**config.mk**
```make
export PLATFORM = sky130hd
export DESIGN_NAME = load_store_unit_flat
export DESIGN_NICKNAME = d
export VERILOG_FILES = /design/src/rtl/load_store_unit_if.sv /design/src/rtl/load_store_unit.sv /design/src/flat_wrapper.sv
export SDC_FILE = /design/constraint.sdc
export NUM_CORES = 1
export LEC_CHECK = 0
export CORE_ASPECT_RATIO = 1.4
export CORE_MARGIN = 2
export CORE_UTILIZATION = 25
export CTS_BUF_LIST = sky130_fd_sc_hd__clkbuf_8
export DETAILED_ROUTE_END_ITERATION = 12
export PLACE_DENSITY = 0.57
export SLEW_MARGIN = 20
export SYNTH_ARGS = -nofsm -noshare
export SYNTH_HDL_FRONTEND = slang
export SYNTH_SLANG_ARGS = --single-unit
```
**constraint.sdc**
```tcl
create_clock -name clk -period 1.45 [get_ports clk]
set_input_delay 0.2175 -clock clk [delete_from_list [all_inputs] [get_ports clk]]
set_output_delay 0.2175 -clock clk [all_outputs]
set_load 0.01 [all_outputs]
```
**src/rtl/load_store_unit_if.sv**
```systemverilog
// Request/response and data-memory bundle of load_store_unit.
// slave = the unit itself; master = execute stage plus memory around it.
interface load_store_unit_if #(
  parameter int DATA_WIDTH = 32,
  parameter int ADDR_WIDTH = 17
);
  logic                  req_valid;
  logic                  req_ready;
  logic                  req_we;
  logic [2:0]            req_funct3;
  logic [ADDR_WIDTH-1:0] req_addr;
  logic [DATA_WIDTH-1:0] req_wdata;
  logic                  resp_valid;
  logic [DATA_WIDTH-1:0] resp_rdata;
  logic                  resp_err;
  logic [ADDR_WIDTH-1:0] mem_addr;
  logic                  mem_we;
  logic [DATA_WIDTH-1:0] mem_wd;
  logic [DATA_WIDTH-1:0] mem_rd;

  modport master (
    output req_valid, req_we, req_funct3, req_addr, req_wdata, mem_rd,
    input  req_ready, resp_valid, resp_rdata, resp_err, mem_addr, mem_we, mem_wd
  );

  modport slave (
    input  req_valid, req_we, req_funct3, req_addr, req_wdata, mem_rd,
    output req_ready, resp_valid, resp_rdata, resp_err, mem_addr, mem_we, mem_wd
  );
endinterface

```
**src/rtl/load_store_unit.sv**
```systemverilog
// Data-memory initiator: RV32I loads, direct word stores, read-modify-write byte/half stores.
// Build option: define MISALIGN_TRAP_EN to reject misaligned half/word accesses.
module load_store_unit #(
  parameter int DATA_WIDTH = 32,
  parameter int ADDR_WIDTH = 17
) (
  input logic              clk,
  input logic              rst,
  load_store_unit_if.slave bus
);
  typedef enum logic [2:0] {
    IDLE   = 3'd0,
    LOAD   = 3'd1,
    RMW_RD = 3'd2,
    RMW_WR = 3'd3,
    WRITE  = 3'd4,
    ERR    = 3'd5
  } state_t;

  localparam logic [2:0] F3_B  = 3'b000;
  localparam logic [2:0] F3_H  = 3'b001;
  localparam logic [2:0] F3_W  = 3'b010;
  localparam logic [2:0] F3_BU = 3'b100;
  localparam logic [2:0] F3_HU = 3'b101;

  state_t                state_q, state_d;
  logic [2:0]            funct3_q, funct3_d;
  logic [15:0]           hword_q, hword_d;
  logic [ADDR_WIDTH-1:0] mem_addr_q, mem_addr_d;
  logic [DATA_WIDTH-1:0] mem_wd_q, mem_wd_d;
  logic [DATA_WIDTH-1:0] merge_q, merge_d;
  logic [DATA_WIDTH-1:0] resp_rdata_q, resp_rdata_d;
  logic                  mem_we_q, mem_we_d;
  logic                  resp_valid_q, resp_valid_d;
  logic                  resp_err_q, resp_err_d;
  logic                  accept_s;
  logic                  illegal_s;
  logic                  misalign_s;

  function automatic logic funct3_illegal(input logic we, input logic [2:0] f3);
    logic bad;
    if (we) begin
      bad = (f3 != F3_B) && (f3 != F3_H) && (f3 != F3_W);
    end else begin
      bad = (f3 == 3'b011) || (f3 == 3'b110) || (f3 == 3'b111);
    end
    return bad;
  endfunction

  function automatic logic [DATA_WIDTH-1:0] load_extend(input logic [2:0] f3,
                                                        input logic [DATA_WIDTH-1:0] rd);
    logic [DATA_WIDTH-1:0] ext;
    case (f3)
      F3_B:    ext = {{(DATA_WIDTH-8){rd[7]}}, rd[7:0]};
      F3_H:    ext = {{(DATA_WIDTH-16){rd[15]}}, rd[15:0]};
      F3_BU:   ext = {{(DATA_WIDTH-8){1'b0}}, rd[7:0]};
      F3_HU:   ext = {{(DATA_WIDTH-16){1'b0}}, rd[15:0]};
      default: ext = rd;
    endcase
    return ext;
  endfunction

  assign bus.req_ready = (state_q == IDLE) && !rst;
  assign accept_s      = bus.req_valid && bus.req_ready;
  assign illegal_s     = funct3_illegal(bus.req_we, bus.req_funct3);

`ifdef MISALIGN_TRAP_EN
  // funct3[1:0] is 01 for LH/LHU/SH and 10 for LW/SW; the illegal codes sharing those bits are already rejected
  assign misalign_s = ((bus.req_funct3[1:0] == 2'b01) && bus.req_addr[0]) ||
                      ((bus.req_funct3[1:0] == 2'b10) && (bus.req_addr[1:0] != 2'b00));
`else
  assign misalign_s = 1'b0;
`endif

  // Next-state and registered-output logic of the access sequencer.
  always_comb begin
    state_d      = state_q;
    funct3_d     = funct3_q;
    hword_d      = hword_q;
    mem_addr_d   = mem_addr_q;
    mem_wd_d     = mem_wd_q;
    merge_d      = merge_q;
    mem_we_d     = 1'b0;
    resp_valid_d = 1'b0;
    resp_err_d   = 1'b0;
    resp_rdata_d = '0;
    case (state_q)
      IDLE: begin
        if (accept_s) begin
          funct3_d = bus.req_funct3;
          hword_d  = bus.req_wdata[15:0];
          if (illegal_s || misalign_s) begin
            state_d = ERR;
          end else begin
            mem_addr_d = bus.req_addr;
            if (!bus.req_we) begin
              state_d = LOAD;
            end else if (bus.req_funct3 == F3_W) begin
              state_d  = WRITE;
              mem_we_d = 1'b1;
              mem_wd_d = bus.req_wdata;
            end else begin
              state_d = RMW_RD;
            end
          end
        end else begin
          state_d = IDLE;
        end
      end
      LOAD: begin
        resp_valid_d = 1'b1;
        resp_rdata_d = load_extend(funct3_q, bus.mem_rd);
        state_d      = IDLE;
      end
      RMW_RD: begin
        // funct3[0] separates SH from SB
        if (funct3_q[0]) begin
          merge_d = {bus.mem_rd[DATA_WIDTH-1:16], hword_q};
        end else begin
          merge_d = {bus.mem_rd[DATA_WIDTH-1:8], hword_q[7:0]};
        end
        mem_wd_d = merge_d;
        mem_we_d = 1'b1;
        state_d  = RMW_WR;
      end
      RMW_WR, WRITE: begin
        resp_valid_d = 1'b1;
        state_d      = IDLE;
      end
      ERR: begin
        resp_valid_d = 1'b1;
        resp_err_d   = 1'b1;
        state_d      = IDLE;
      end
      default: begin
        state_d = IDLE;
      end
    endcase
  end

  // State and output registers with synchronous reset.
  always_ff @(posedge clk) begin
    if (rst) begin
      state_q      <= IDLE;
      funct3_q     <= 3'b000;
      hword_q      <= 16'h0000;
      mem_addr_q   <= '0;
      mem_wd_q     <= '0;
      merge_q      <= '0;
      mem_we_q     <= 1'b0;
      resp_valid_q <= 1'b0;
      resp_err_q   <= 1'b0;
      resp_rdata_q <= '0;
    end else begin
      state_q      <= state_d;
      funct3_q     <= funct3_d;
      hword_q      <= hword_d;
      mem_addr_q   <= mem_addr_d;
      mem_wd_q     <= mem_wd_d;
      merge_q      <= merge_d;
      mem_we_q     <= mem_we_d;
      resp_valid_q <= resp_valid_d;
      resp_err_q   <= resp_err_d;
      resp_rdata_q <= resp_rdata_d;
    end
  end

  assign bus.mem_addr   = mem_addr_q;
  assign bus.mem_we     = mem_we_q;
  assign bus.mem_wd     = mem_wd_q;
  assign bus.resp_valid = resp_valid_q;
  assign bus.resp_err   = resp_err_q;
  assign bus.resp_rdata = resp_rdata_q;
endmodule

```
**src/flat_wrapper.sv**
```systemverilog
// flat-port wrapper written by rule: the top's interface ports become plain ports
module load_store_unit_flat 
#(
  parameter int DATA_WIDTH = 32,
  parameter int ADDR_WIDTH = 17
)
  (clk, rst, bus_req_valid, bus_req_we, bus_req_funct3, bus_req_addr, bus_req_wdata, bus_mem_rd, bus_req_ready, bus_resp_valid, bus_resp_rdata, bus_resp_err, bus_mem_addr, bus_mem_we, bus_mem_wd);
  load_store_unit_if #(.DATA_WIDTH(DATA_WIDTH), .ADDR_WIDTH(ADDR_WIDTH)) bus_i ();
  input logic clk;
  input logic rst;
  input wire logic [$bits(bus_i.req_valid)-1:0] bus_req_valid;
  input wire logic [$bits(bus_i.req_we)-1:0] bus_req_we;
  input wire logic [$bits(bus_i.req_funct3)-1:0] bus_req_funct3;
  input wire logic [$bits(bus_i.req_addr)-1:0] bus_req_addr;
  input wire logic [$bits(bus_i.req_wdata)-1:0] bus_req_wdata;
  input wire logic [$bits(bus_i.mem_rd)-1:0] bus_mem_rd;
  output wire logic [$bits(bus_i.req_ready)-1:0] bus_req_ready;
  output wire logic [$bits(bus_i.resp_valid)-1:0] bus_resp_valid;
  output wire logic [$bits(bus_i.resp_rdata)-1:0] bus_resp_rdata;
  output wire logic [$bits(bus_i.resp_err)-1:0] bus_resp_err;
  output wire logic [$bits(bus_i.mem_addr)-1:0] bus_mem_addr;
  output wire logic [$bits(bus_i.mem_we)-1:0] bus_mem_we;
  output wire logic [$bits(bus_i.mem_wd)-1:0] bus_mem_wd;
  assign bus_i.req_valid = bus_req_valid;
  assign bus_i.req_we = bus_req_we;
  assign bus_i.req_funct3 = bus_req_funct3;
  assign bus_i.req_addr = bus_req_addr;
  assign bus_i.req_wdata = bus_req_wdata;
  assign bus_i.mem_rd = bus_mem_rd;
  assign bus_req_ready = bus_i.req_ready;
  assign bus_resp_valid = bus_i.resp_valid;
  assign bus_resp_rdata = bus_i.resp_rdata;
  assign bus_resp_err = bus_i.resp_err;
  assign bus_mem_addr = bus_i.mem_addr;
  assign bus_mem_we = bus_i.mem_we;
  assign bus_mem_wd = bus_i.mem_wd;
  load_store_unit #(.DATA_WIDTH(DATA_WIDTH), .ADDR_WIDTH(ADDR_WIDTH)) u_core (.clk(clk), .rst(rst), .bus(bus_i));
endmodule
```
## Word level (Yosys, flattened, before mapping)

Index checks and enable logic that the tools add are counted.

- Mux-type cells: 20
- Reductions and logical operators: 16
- Eq/ne operators: 18
- Bitwise logic cells: 2

Operators with widths:

| cell | number |
|---|---|
| $mux W32 | 4 |
| $pmux W32 S4 | 1 |
| $pmux W32 S2 | 1 |
| $eq A3 B3 Y1 const B | 6 |
| $mux W16 | 1 |
| $eq A3 B2 Y1 const B | 4 |
| $mux W3 | 4 |
| $mux W1 | 7 |
| $eq A3 B1 Y1 const B | 2 |
| $logic_not A3 Y1 | 2 |
| $ne A2 B2 Y1 const B | 3 |
| $pmux W3 S2 | 1 |
| $reduce_and A5 Y1 | 1 |
| $logic_and A1 B1 Y1 | 4 |
| $reduce_or A4 Y1 | 1 |
| $ne A3 B1 Y1 const B | 1 |
| $ne A3 B2 Y1 const B | 1 |
| $reduce_and A3 Y1 | 1 |
| $reduce_bool A3 Y1 | 1 |
| $logic_or A1 B1 Y1 | 2 |
| $ne A2 B1 Y1 const B | 1 |
| $not A1 Y1 | 2 |
| $pmux W1 S2 | 1 |
| $reduce_and A2 Y1 | 1 |
| 3 further kinds | 3 |

- Output and inout bits: 85
- Input bits: 88
- Register bits after elaboration: 106
- Logic and storage cells: 65

## Longest topological paths before layout

Gate-level depths: netlist of run 1.

- Depth in word-level cells: 7
- Gate-level depth with buffers: 7
- Mapped depth without buffers: 4

## Worst setup path after synthesis of run 1

No wires, ideal clock.

- Kind: reg2reg
- From: register u_core.state_q[1]
- To: register u_core.mem_wd_q[11] (netlist: u_core.bus.mem_wd[11])
- Arrival: 1,490 ps
- Cell stages (with the launch flop): 7
- Setup slack: -110 ps
- Period minus slack after synthesis: 1,560 ps
- Data required time: 1,380 ps
- Cells stage by stage: dfxtp_1 > buf_6 > nor3b_4 > a21oi_2 > buf_6 > or4b_1 > a21oi_1

- Longest elaborated chain between the ends: 5
- Elaborated cells between the ends (all ways): 11

RTL lines:

| what | RTL line | text |
|---|---|---|
| start, declared | load_store_unit.sv:26 | `state_t state_q, state_d;` |
| start signal, assigned | load_store_unit.sv:155 | `state_q <= state_d;` |
| $logic_not A3 Y1 | load_store_unit.sv:63, load_store_unit.sv:87 |  |
| $logic_and A1 B1 Y1 | load_store_unit.sv:63 | `assign bus.req_ready = (state_q == IDLE) && !rst;` |
| $logic_and A1 B1 Y1 | load_store_unit.sv:64 | `assign accept_s = bus.req_valid && bus.req_ready;` |
| $ne A2 B1 Y1 (no line) | -- |  |
| $reduce_and A5 Y1 (no line) | -- |  |
| end signal, assigned | load_store_unit.sv:159 | `mem_wd_q <= mem_wd_d;` |
| end, declared | load_store_unit.sv:30 | `logic [DATA_WIDTH-1:0] mem_wd_q, mem_wd_d;` |

Parallel ways exist; a longest one is shown, timed or not.
A chain may end at the register's enable or synchronous reset.

## Worst setup path in the final report of run 1

- From: register u_core.state_q[0]
- To: register u_core.mem_wd_q[9] (netlist: u_core.bus.mem_wd[9])

The elaborated chain is that of the path after synthesis.

==> results of run 1 <==
critical path, stage by stage, from the launching register on:
cell	delay, ps
sky130_fd_sc_hd__dfxtp_2	340
sky130_fd_sc_hd__buf_6	110
sky130_fd_sc_hd__nor3b_4	250
sky130_fd_sc_hd__buf_12	160
sky130_fd_sc_hd__nor2_2	30
sky130_fd_sc_hd__or4b_4	510
sky130_fd_sc_hd__a21oi_2	130
cells in the mapped netlist, types with 2 or more instances:
library cell | n | area, um2
sky130_fd_sc_hd__or3_1 | 2 | 12.51
sky130_fd_sc_hd__and2_1 | 9 | 56.30
sky130_fd_sc_hd__a21oi_1 | 54 | 270.3
sky130_fd_sc_hd__dfxtp_1 | 106 | 2122
sky130_fd_sc_hd__nand2_1 | 65 | 244.0
sky130_fd_sc_hd__buf_2 | 10 | 50.05
sky130_fd_sc_hd__a31oi_1 | 25 | 156.4
sky130_fd_sc_hd__nand3_1 | 48 | 240.2
sky130_fd_sc_hd__o21ai_0 | 40 | 200.2
sky130_fd_sc_hd__buf_6 | 3 | 33.78
sky130_fd_sc_hd__clkbuf_1 | 32 | 120.1
sky130_fd_sc_hd__nor2_1 | 31 | 116.4
sky130_fd_sc_hd__inv_1 | 2 | 7.510
sky130_fd_sc_hd__or4b_1 | 9 | 90.09
sky130_fd_sc_hd__nor3_1 | 7 | 35.03
sky130_fd_sc_hd__mux2i_1 | 26 | 260.3
sky130_fd_sc_hd__nor3b_4 | 2 | 37.54
sky130_fd_sc_hd__nand2b_1 | 2 | 12.51
metal layers:
layer | up-vias | routed length [um]
li1 | 2088 | -
met1 | 2088 | 6230
met2 | 186 | 7826
met3 | 23 | 948
met4 | 0 | 331
met5 | - | 0
state kept, by name, summed over array words and instances, names as in the netlist:
signal / flops
u_core.bus.mem_addr: 17
u_core.bus.mem_wd: 32
u_core.bus.mem_we: 1
u_core.bus.resp_err: 1
u_core.bus.resp_rdata: 32
u_core.bus.resp_valid: 1
u_core.funct3_q: 3
u_core.hword_q: 16
u_core.state_q: 3
power groups by stage:
stage          sequential [mW]  clock (mW)  combinational [mW]
2_1_floorplan             3.12           0               0.332
4_1_cts                   3.03        1.77               0.919
6_report                  3.03        1.70                1.07
3_5_place_dp              3.10           0               0.935
5_1_grt                   3.04        1.90                1.14
3_3_place_gp              3.10           0               0.923
area by class of cell:
type | instances | area share
multi-input combinational | 328 | 0.2977
inverter | 2 | 0.001061
timing repair buffer | 241 | 0.3403
clock inverter | 7 | 0.007428
clock buffer | 9 | 0.01751
sequential | 106 | 0.3008
tap | 199 | 0.03520
repair_timing:
item,4_1_cts,5_1_grt
buffers inserted,0,9
setup endpoints to repair,170,72
gates cloned,1,8
pin swaps,1,32
resized for setup,100,102
per-stage QoR:
| stage | setup WS [ps] | area (um2) |
|---|---|---|
| floorplan | -91.02 | 4158 |
| global placement | -412.6 | 6359 |
| detailed placement | -489.0 | 6359 |
| CTS | -152.7 | 6485 |
| global route | -208.8 | 7074 |
| finish | -139.3 | 7074 |
path summary, 6_finish.rpt:
kind / from / endpoint / slack [ps] / cells after the start
max: u_core.state_q[0]$_SDFF_PP0_ / u_core.bus.mem_wd[9]$_SDFFE_PP0P_ / -140 / 6
min: rst / u_core.bus.mem_addr[3]$_SDFFE_PP0P_ / 320 / 3
max reg2reg: u_core.state_q[0]$_SDFF_PP0_ / u_core.bus.mem_wd[9]$_SDFFE_PP0P_ / -140 / 6
min reg2reg: u_core.hword_q[8]$_SDFFE_PP0P_ / u_core.hword_q[8]$_SDFFE_PP0P_ / 460 / 2
kinds of logic after synthesis:
kind of cell           after synthesis  share of synthesized area
buffers and inverters               48                    0.05294
flip-flops                         106                     0.5130
AO/OA/AOI/OAI                      123                     0.1594
multiplexers                        26                    0.06292
AND/OR/NAND/NOR                    179                     0.2117
cell usage in the layout (no fill, tap or decap), drive strengths merged, types with 2 or more instances in the layout:
cell type      Yosys  layout
dfxtp            106     106
dlymetal6s2s       0       2
nand3             48      48
nor3b              2       2
nor2              31      31
clkdlybuf4s50      0      86
o21ai             40      40
clkinvlp           0       2
a21oi             55      55
nor3               7       7
inv                2       5
nand2             65      65
dlygate4sd2        0      82
mux2i             26      26
buf               14      66
or3                2       2
or4b               9       9
and2              10      10
clkinv             0       2
nand2b             2       2
a31oi             25      25
clkbuf            32      14
==> results.txt, run 1 <==
----------------------------------------------------
[Floorplan]
  Die Height ... 156.2 um
  Placeable core region ... 16170 um2
  Die ar. ... 17600 um2
  Starting Density ... 0.2558
  Number of placed I/O pins ... 173
  Std-Cell Rows ... 55
  Die span in x ... 112.7 um

[Placed design]
  DP HPWL ... 10610 um
  Routability congestion estimate from global placement ... 0.8127
  Cell Count Post-Placement ... 858
  Buffers added on ports ... 172

[Timing]
  Shortest clock period the worst path allows after layout ... 1589 ps
  # setup viols final ... 49
  RSZ-0062 raised after global routing ... true
  PnR worst setup slack ... -139.3 ps
  Aggregate negative setup slack ... -2172 ps
  Final worst path period share ... 1.096
  Worst max-slew margin expressed relative to the limit ... 0.6847
  Worst Tran Pin Value ... 470.4 ps
  Max Slew Vio Count ... 0
  Final-report hold violation count ... 0
  Fmax ... 629.2 MHz
  Worst clock skew ... 10.58 ps
  Min Hold Slack ... 319.7 ps

[Cells and area]
  Count of antenna diodes in the layout ... 0
  Utilization after layout ... 0.4374
  Final standard cell count with taps included and fillers excluded ... 892
  Number of nets in the final layout ... 776
  Area used by multi-input combinational logic ... 2106 um2
  Share of post-route cells with drive strength above 1 ... 0.2208
  Register cell area after layout ... 2128 um2
  P&R area growth vs syn ... 71.02%
  Total of fill cells in the finished design ... 1616

[Logic synthesis]
  Post-Syn Nets ... 570
  Summed instance area of the synthesized netlist ... 4136 um2
  Instance count of the mapped netlist ... 482
  Syn_area_per_cell ... 8.582 um2
  Number of synthesized register bits ... 106
  Most used flip-flop cell after synthesis ... sky130_fd_sc_hd__dfxtp_1
  Sequential fraction of the synthesis area ... 0.5130
  Post-synthesis cell type count ... 27
  Count of flip-flops with a built-in enable after synthesis ... 0
  Async set or reset register ratio after synthesis ... 0
  Total number of yosys warnings ... 0

[Worst setup path]
  Type of element capturing the critical path ... register
  Data arrival at the endpoint of the critical path ... 1900 ps
  Type of the worst setup path ... reg2reg
  Maximum net fanout on the critical path ... 8
  Kind of launch point of the worst setup path ... register
  Req. time, crit path ... 1760 ps

[CTS]
  Clock tree from TritonCTS ... done
  Clock slew seen by the registers of the worst setup and hold paths ... 110 ps
  H-Tree Depth ... 3
  Number of sinks handled by clock tree synthesis ... 106
  Maximum buffer depth of the clock tree ... 2
  Hold-fix buffers at CTS ... 0
  CTS buffer count ... 9
  Root buffer cell ... sky130_fd_sc_hd__clkbuf_8
  Clock latency reported for the late side of the worst-skew pair ... 370 ps

[Pwr]
  Final Power ... 5.799 mW
  Combinational cell fraction of total power ... 0.184
  Worst supply voltage drop on vdd ... 447.0 uV
  Total leakage power ... 2.989 nW
  Internal Dissipation ... 4.178 mW
  NetSw ... 1.621 mW
  Power per Cell Area ... 819.7 nW/um2
  Power share of the clock group ... 0.293
  Sequential power share ... 0.523
  Switching power as a share of total power ... 0.2795

[Global routing]
  Busiest grt layer ... met2
  First-pass GRT wire length ... 21900 um
  Global routing met3 resource utilization ... 0.03147
  Vias in the first global route ... 4190
  Pin count of the biggest net entering global routing ... 34
  Number of antenna violations at the first check in global routing ... 0
  Gr ovfl total ... 0
  GR Util met1 ... 0.1910
  M2 GR Usage ... 0.2766
  Global routing usage summed across all routing layers ... 0.1579

[Route]
  Via count of the routed design ... 4385
  Number of iterations in the first detailed-routing pass ... 6
  Initial drt markers ... 301
  Final wirelength ... 15340 um
  Drt via density ... 4.916
  Residual DRC count ... 0
  Final ANT Viol Nets ... 0
  Detail-routed net length per standard cell ... 17.19 um

[Outcome]
  Failing checks ... setup timing
  Status ... complete, but fails checks

[Job]
  MaxCap Viol Count ... 0

[Min path]
  Hold Path Class ... in2reg

----------------------------------------------------
(Power assumes the default switching activity.)
==> run 2: changes to the inputs <==
GPL_ROUTABILITY_DRIVEN = 0   (was default)
HOLD_SLACK_MARGIN = 0.06   (was default)
==> results of run 2 <==
Final layout, timing and power as in run 1 (identical DEF).
